$ cat config.mk
export PLATFORM = sky130hd
export DESIGN_NAME = uart_cmd_frame_gen
export DESIGN_NICKNAME = d
export VERILOG_FILES = /design/src/rtl/uart_cmd_frame_gen.sv
export SDC_FILE = /design/constraint.sdc
export NUM_CORES = 1
export LEC_CHECK = 0
export BUFFER_PORTS_ARGS = -buffer_cell sky130_fd_sc_hd__clkbuf_2
export CORE_ASPECT_RATIO = 1.75
export CORE_MARGIN = 8
export CORE_UTILIZATION = 43
export DETAILED_ROUTE_END_ITERATION = 16
export HOLD_SLACK_MARGIN = 0.05
export PLACE_DENSITY = 0.7
export SYNTH_ARGS = -nofsm -noshare
export SYNTH_HDL_FRONTEND = slang
export SYNTH_SLANG_ARGS = --single-unit
$ cat constraint.sdc
create_clock -name CLK -period 1.9 [get_ports CLK]
set_input_delay 0.38 -clock CLK [delete_from_list [all_inputs] [get_ports CLK]]
set_output_delay 0.38 -clock CLK [all_outputs]
set_load 0.01 [all_outputs]
$ cat src/rtl/uart_cmd_frame_gen.sv
// uart_cmd_frame_gen: host-side command master for the UART system controller.
// Turns one high-level command into its byte frame (AA/BB/CC/DD headers), streams it
// to a UART transmitter with a valid/ready handshake, then collects up to two response
// bytes from a UART receiver and reports one assembled response word.
// Optional feature: define RSP_TIMEOUT_EN to bound the wait between response bytes
// (TIMEOUT_CYCLES); without it WAIT_RSP waits indefinitely and RSP_TIMEOUT is tied 0.
module uart_cmd_frame_gen #(
  parameter int DATA_WIDTH     = 8,
  parameter int RF_ADDR        = 4,
  parameter int TIMEOUT_CYCLES = 50000,
  parameter int TO_WIDTH       = 16
) (
  input  logic                    CLK,
  input  logic                    RST,
  input  logic                    CMD_VALID,
  output logic                    CMD_READY,
  input  logic [1:0]              CMD_TYPE,
  input  logic [RF_ADDR-1:0]      CMD_ADDR,
  input  logic [DATA_WIDTH-1:0]   CMD_WDATA,
  input  logic [DATA_WIDTH-1:0]   CMD_OP_A,
  input  logic [DATA_WIDTH-1:0]   CMD_OP_B,
  input  logic [3:0]              CMD_FUN,
  output logic [DATA_WIDTH-1:0]   TX_DATA,
  output logic                    TX_VALID,
  input  logic                    TX_READY,
  input  logic [DATA_WIDTH-1:0]   RX_DATA,
  input  logic                    RX_VALID,
  output logic [2*DATA_WIDTH-1:0] RSP_DATA,
  output logic                    RSP_VALID,
  output logic                    RSP_TIMEOUT,
  output logic                    BUSY
);

  localparam logic [1:0] CMD_RF_WR   = 2'b00;
  localparam logic [1:0] CMD_RF_RD   = 2'b01;
  localparam logic [1:0] CMD_ALU_OP  = 2'b10;
  localparam logic [1:0] CMD_ALU_NOP = 2'b11;

  // Reject a timeout that cannot be counted in TO_WIDTH bits or is too short to be useful.
  if (TIMEOUT_CYCLES < 2 || ((TIMEOUT_CYCLES - 1) >> TO_WIDTH) != 0) begin : g_bad_timeout
    $error("uart_cmd_frame_gen: TIMEOUT_CYCLES must be >= 2 and TIMEOUT_CYCLES-1 must fit in TO_WIDTH");
  end

  typedef logic [3:0][DATA_WIDTH-1:0] frame_t;

  typedef enum logic [1:0] {
    IDLE     = 2'd0,
    SEND     = 2'd1,
    WAIT_RSP = 2'd2,
    DONE     = 2'd3
  } state_t;

  // Byte 0 is the header; unused trailing slots stay zero.
  function automatic frame_t build_frame(
    input logic [1:0]            typ,
    input logic [RF_ADDR-1:0]    addr,
    input logic [DATA_WIDTH-1:0] wdata,
    input logic [DATA_WIDTH-1:0] op_a,
    input logic [DATA_WIDTH-1:0] op_b,
    input logic [3:0]            fun
  );
    frame_t f;
    f = '0;
    case (typ)
      CMD_RF_WR: begin
        f[0] = DATA_WIDTH'(8'hAA);
        f[1] = DATA_WIDTH'(addr);
        f[2] = wdata;
      end
      CMD_RF_RD: begin
        f[0] = DATA_WIDTH'(8'hBB);
        f[1] = DATA_WIDTH'(addr);
      end
      CMD_ALU_OP: begin
        f[0] = DATA_WIDTH'(8'hCC);
        f[1] = op_a;
        f[2] = op_b;
        f[3] = DATA_WIDTH'(fun);
      end
      CMD_ALU_NOP: begin
        f[0] = DATA_WIDTH'(8'hDD);
        f[1] = DATA_WIDTH'(fun);
      end
      default: f = '0;
    endcase
    return f;
  endfunction

  // Index of the final frame byte for each command type.
  function automatic logic [1:0] frame_last_idx(input logic [1:0] typ);
    case (typ)
      CMD_RF_WR:  return 2'd2;
      CMD_RF_RD:  return 2'd1;
      CMD_ALU_OP: return 2'd3;
      default:    return 2'd1;
    endcase
  endfunction

  // Number of response bytes the controller returns for each command type.
  function automatic logic [1:0] rsp_byte_count(input logic [1:0] typ);
    case (typ)
      CMD_RF_WR: return 2'd0;
      CMD_RF_RD: return 2'd1;
      default:   return 2'd2;
    endcase
  endfunction

  state_t                  state;
  state_t                  next_state;
  frame_t                  frame;
  logic [1:0]              byte_idx;
  logic [1:0]              last_idx;
  logic [1:0]              rsp_req;
  logic                    rsp_idx;
  logic [2*DATA_WIDTH-1:0] rsp_data;

  logic accept;
  logic tx_fire;
  logic last_byte;
  logic rx_take;
  logic rx_final;
  logic expire;

  assign accept    = CMD_VALID && (state == IDLE);
  assign tx_fire   = (state == SEND) && TX_READY;
  assign last_byte = (byte_idx == last_idx);
  assign rx_take   = (state == WAIT_RSP) && RX_VALID;
  assign rx_final  = rx_take && ({1'b0, rsp_idx} == (rsp_req - 2'd1));

  assign TX_DATA  = (state == SEND) ? frame[byte_idx] : '0;
  assign RSP_DATA = rsp_data;

`ifdef RSP_TIMEOUT_EN
  logic [TO_WIDTH-1:0] to_cnt;
  logic                tmo_flag;

  // A received byte in the expiry cycle wins, so expiry requires RX_VALID low.
  assign expire      = (state == WAIT_RSP) && !RX_VALID &&
                       (to_cnt == TO_WIDTH'(TIMEOUT_CYCLES - 1));
  assign RSP_TIMEOUT = tmo_flag && (state == DONE);

  // Inter-byte timer: idle at zero outside WAIT_RSP, restarted by every received byte.
  always_ff @(posedge CLK) begin
    if (RST) begin
      to_cnt   <= '0;
      tmo_flag <= 1'b0;
    end else begin
      if (state != WAIT_RSP || RX_VALID) begin
        to_cnt <= '0;
      end else begin
        to_cnt <= to_cnt + TO_WIDTH'(1);
      end
      if (accept) begin
        tmo_flag <= 1'b0;
      end else if (expire) begin
        tmo_flag <= 1'b1;
      end
    end
  end
`else
  assign expire      = 1'b0;
  assign RSP_TIMEOUT = 1'b0;
`endif

  // State register.
  always_ff @(posedge CLK) begin
    if (RST) begin
      state <= IDLE;
    end else begin
      state <= next_state;
    end
  end

  // Next-state decode and handshake outputs; write commands have no response phase.
  always_comb begin
    next_state = state;
    CMD_READY  = 1'b0;
    TX_VALID   = 1'b0;
    RSP_VALID  = 1'b0;
    BUSY       = 1'b1;
    unique case (state)
      IDLE: begin
        CMD_READY = 1'b1;
        BUSY      = 1'b0;
        if (CMD_VALID) begin
          next_state = SEND;
        end
      end
      SEND: begin
        TX_VALID = 1'b1;
        if (tx_fire && last_byte) begin
          next_state = (rsp_req == 2'd0) ? DONE : WAIT_RSP;
        end
      end
      WAIT_RSP: begin
        if (rx_final || expire) begin
          next_state = DONE;
        end
      end
      DONE: begin
        RSP_VALID  = 1'b1;
        next_state = IDLE;
      end
      default: next_state = IDLE;
    endcase
  end

  // Command capture, frame byte pointer and response assembly.
  always_ff @(posedge CLK) begin
    if (RST) begin
      frame    <= '0;
      byte_idx <= 2'd0;
      last_idx <= 2'd0;
      rsp_req  <= 2'd0;
      rsp_idx  <= 1'b0;
      rsp_data <= '0;
    end else begin
      if (accept) begin
        frame    <= build_frame(CMD_TYPE, CMD_ADDR, CMD_WDATA, CMD_OP_A, CMD_OP_B, CMD_FUN);
        last_idx <= frame_last_idx(CMD_TYPE);
        rsp_req  <= rsp_byte_count(CMD_TYPE);
        byte_idx <= 2'd0;
        rsp_idx  <= 1'b0;
        rsp_data <= '0;
      end
      if (tx_fire && !last_byte) begin
        byte_idx <= byte_idx + 2'd1;
      end
      if (rx_take) begin
        if (rsp_idx) begin
          rsp_data[2*DATA_WIDTH-1:DATA_WIDTH] <= RX_DATA;
        end else begin
          rsp_data[DATA_WIDTH-1:0] <= RX_DATA;
        end
        rsp_idx <= rsp_idx + 1'b1;
      end
    end
  end

endmodule

==> results by group <==
Worst setup path
  • Crit Path Max Fanout: 5
  • Startpoint types: register
  • CP endpoint kind: output port
  • R2r worst-path depth: 7
  • WP data arrival: 1.48 ns
  • Critical Path RT: 1.52 ns
  • Setup CP Type: reg2out

Synthesis
  • Number of synthesized flops with an enable pin: 0
  • Top FF cell, synth: dfxtp_1
  • Avg Cell Area, Syn: 9.018 sq um
  • Most instantiated cells after synthesis: dfxtp_1 (49), a21oi_1 (29), nand2_1 (27)
  • Post-synthesis cell type count: 40
  • Post-Syn Nets: around 300
  • Top-count cell post-synth: dfxtp_1
  • Synth area leader: dfxtp_1
  • Post-synthesis adder-cell area fraction: 0.03264
  • Post-synthesis xor/xnor area fraction: 0.01795
  • Post-synth top area share: 0.4266
  • Synth warn: 0
  • Register area share after synthesis: 0.4266
  • Post-Syn Area: roughly 2300 sq um
  • Largest family of logic cells by synthesized area: compound AO/OA/AOI/OAI gates
  • Synth Instances: 255
  • Area contributors post-synth: dfxtp_1 (43%), a21oi_1 (6.3%), a22oi_1 (5.2%)
  • Async set-reset flop share out of synthesis: 0
  • Post-synthesis compound-gate area fraction: 0.1899
  • Simple-Gate Fraction of Synth Area: 0.1872
  • Post-synthesis mux area share: 0.08868
  • FF+latch count, synth: 49

Pwr
  • Clk pwr share: 0.204
  • Net Sw Frac: 0.3551
  • Pleak: 1.210 nW
  • Total Power: roughly 2.9 mW
  • PD cells: between 1000 and 1500 nW/um^2
  • Combinational power share: 0.360
  • Sw power: 1.027 mW
  • Peak supply drop: 0.5148 mV
  • Seq pwr share: 0.436
  • Pint: 1.865 mW

Floorplan
  • Die ar.: 8036 sq um
  • Chip width: slightly above 70 microns
  • Std cell rows: 35
  • Io pins: 76
  • Initial Util: 0.4413
  • Floorplan core area: ~5200 sq um
  • Die height: 112.7 microns

Finish
  • Area growth syn-to-layout: 24.21%
  • Share of cells above drive strength 1: 0.3485
  • Fillers: 502
  • Ant. Diodes: 0
  • Fin util: 0.5481
  • Nets: approximately 380

STA
  • Final worst path period need: between 1.5 and 2 ns
  • Setup ws final: 0.04083 ns
  • RSZ-0062 raised after global routing: true
  • Crit share post-route: 0.9785
  • Slew Limit Fails: 0
  • Worst hold slack: around 0.31 ns
  • Clk_skew: 0.004845 ns
  • Max Freq: 0.5379 GHz
  • Fin. Hold Viols: 0
  • Setup TNS: 0 ns
  • Final Setup Violations: 0

GRT
  • Total GRT Usage: 0.1553
  • GR Overflow Total: 0
  • Number of global-route vias before repair: 2,153
  • Largest net degree at the start of global routing: 22
  • First-pass GRT wire length: 10,130 microns
  • Initial antenna violation count: 0

Placed design
  • Placer's final routability congestion estimate: just under 0.8
  • Post-detail-place hpwl: 4707 microns
  • Place WS: between 0.15 and 0.2 ns
  • Number of port buffers: 74

Drt
  • ANT nets after route: 0
  • Routed WL per cell: 15.53 microns
  • DRC: 0
  • Post-Route WL: approximately 6000 microns
  • Vias after detailed routing: 2,062
  • First DRT Iteration DRCs: 112
  • TritonRoute pass-1 iters: 4
  • Via density per instance: 5.356

Status
  • Run status: finished, final reports clean

CTS
  • CTS tree: done
  • Clock latency on the worst-skew pair: ~0.30 ns
  • Clk sinks: 49
  • Clock Tree Buf Depth: 2
  • Post-CTS Hold Fix Bufs: 0
  • H-tree depth: 2
  • Clock Tree Root: clkbuf_8
  • Clock slew at reported path FFs: 0.08 ns
  • Num CTS Buffers: 5

Run
  • MaxCap Viol Count: 0

Min path
  • Hold Crit Class: in2reg
  • Worst hold path cell count: 3
==> through the flow <==
step | instance area [sq um] | cells
finish | 2856 | 385
global route | 2856 | 385
CTS | 2824 | 385
detailed placement | 2735 | 377
global placement | 2735 | 377
floorplan | 2300 | 255
==> cells in the final DEF (no fill, tap or decap), types with 5 or more instances in the layout <==
cell,netlist,final
clkbuf_2,0,72
nand2_1,27,27
buf_4,2,12
a22o_1,7,7
dfxtp_1,49,48
a22oi_1,16,16
a21oi_1,29,29
nor2_1,24,24
and2_1,9,7
ha_1,6,5
nand3_1,14,14
mux2i_1,8,7
inv_1,7,7
clkbuf_8,0,5
==> flip-flops by register name, summed over array words and instances, names as in the netlist <==
signal and flops:
frame 24, rsp_req 2, rsp_idx 1, last_idx 2
state 2, byte_idx 2, RSP_DATA 16
==> power by group through the flow <==
stage / registers, mW / logic, mW / clock network [mW]
2_1_floorplan: 1.25 / 0.685 / 0
3_3_place_gp: 1.27 / 0.996 / 0
3_5_place_dp: 1.28 / 1.01 / 0
4_1_cts: 1.25 / 1.02 / 0.609
5_1_grt: 1.28 / 1.16 / 0.660
6_report: 1.26 / 1.04 / 0.591
==> routing by layer <==
layer  global-route usage  part of all wire  routed length [microns]
met4              0.05594             0.011                       68
met2               0.2873              0.54                     3243
met3              0.06200             0.075                      446
met5                    0                 0                        0
met1               0.1472              0.37                     2221
==> timing repair <==
action	CTS	global route
pin swaps	0	2
resized for setup	3	13
endpoints found under the hold margin	0	0
setup buffers	0	0
gates cloned	0	0
setup endpoints to repair	8	8
==> worst max-delay path, stage by stage, from the launching register on <==
cell and delay, ns:
dfxtp_4 0.40, mux4_2 0.49, and2_1 0.16, clkbuf_2 0.13
==> path summary, 6_finish.rpt <==
| path | from | to | slack (ns) |
|---|---|---|---|
| worst max-delay path | byte_idx[0] | TX_DATA[0] | 0.04 |
| worst min-delay path | RX_DATA[2] | RSP_DATA[2] | 0.31 |
| worst max register to register | state[0] | frame[23] | 0.14 |
| worst min register to register | frame[19] | frame[19] | 0.46 |
==> area by class of cell <==
| class | instances | area, sq um | share of cell area |
|---|---|---|---|
| multi-input cells | 179 | 1210 | 0.4236 |
| flip-flops and latches | 49 | 984.7 | 0.3447 |
| repair buffers | 87 | 484.2 | 0.1695 |
| clock buffers | 6 | 72.57 | 0.02541 |
| well taps | 55 | 68.82 | 0.02409 |
| inverters | 7 | 26.28 | 0.009198 |
| clock inverters | 2 | 10.01 | 0.003504 |
==> kinds of logic after synthesis <==
logic type / Yosys count
multiplexers: 14
AND/OR/NAND/NOR: 88
AO/OA/AOI/OAI: 67
other: 1
flip-flops: 49
XOR/XNOR: 3
buffers and inverters: 27
adder cells (fa/ha/maj): 6
No activity file was read; power rests on OpenSTA's default activity.
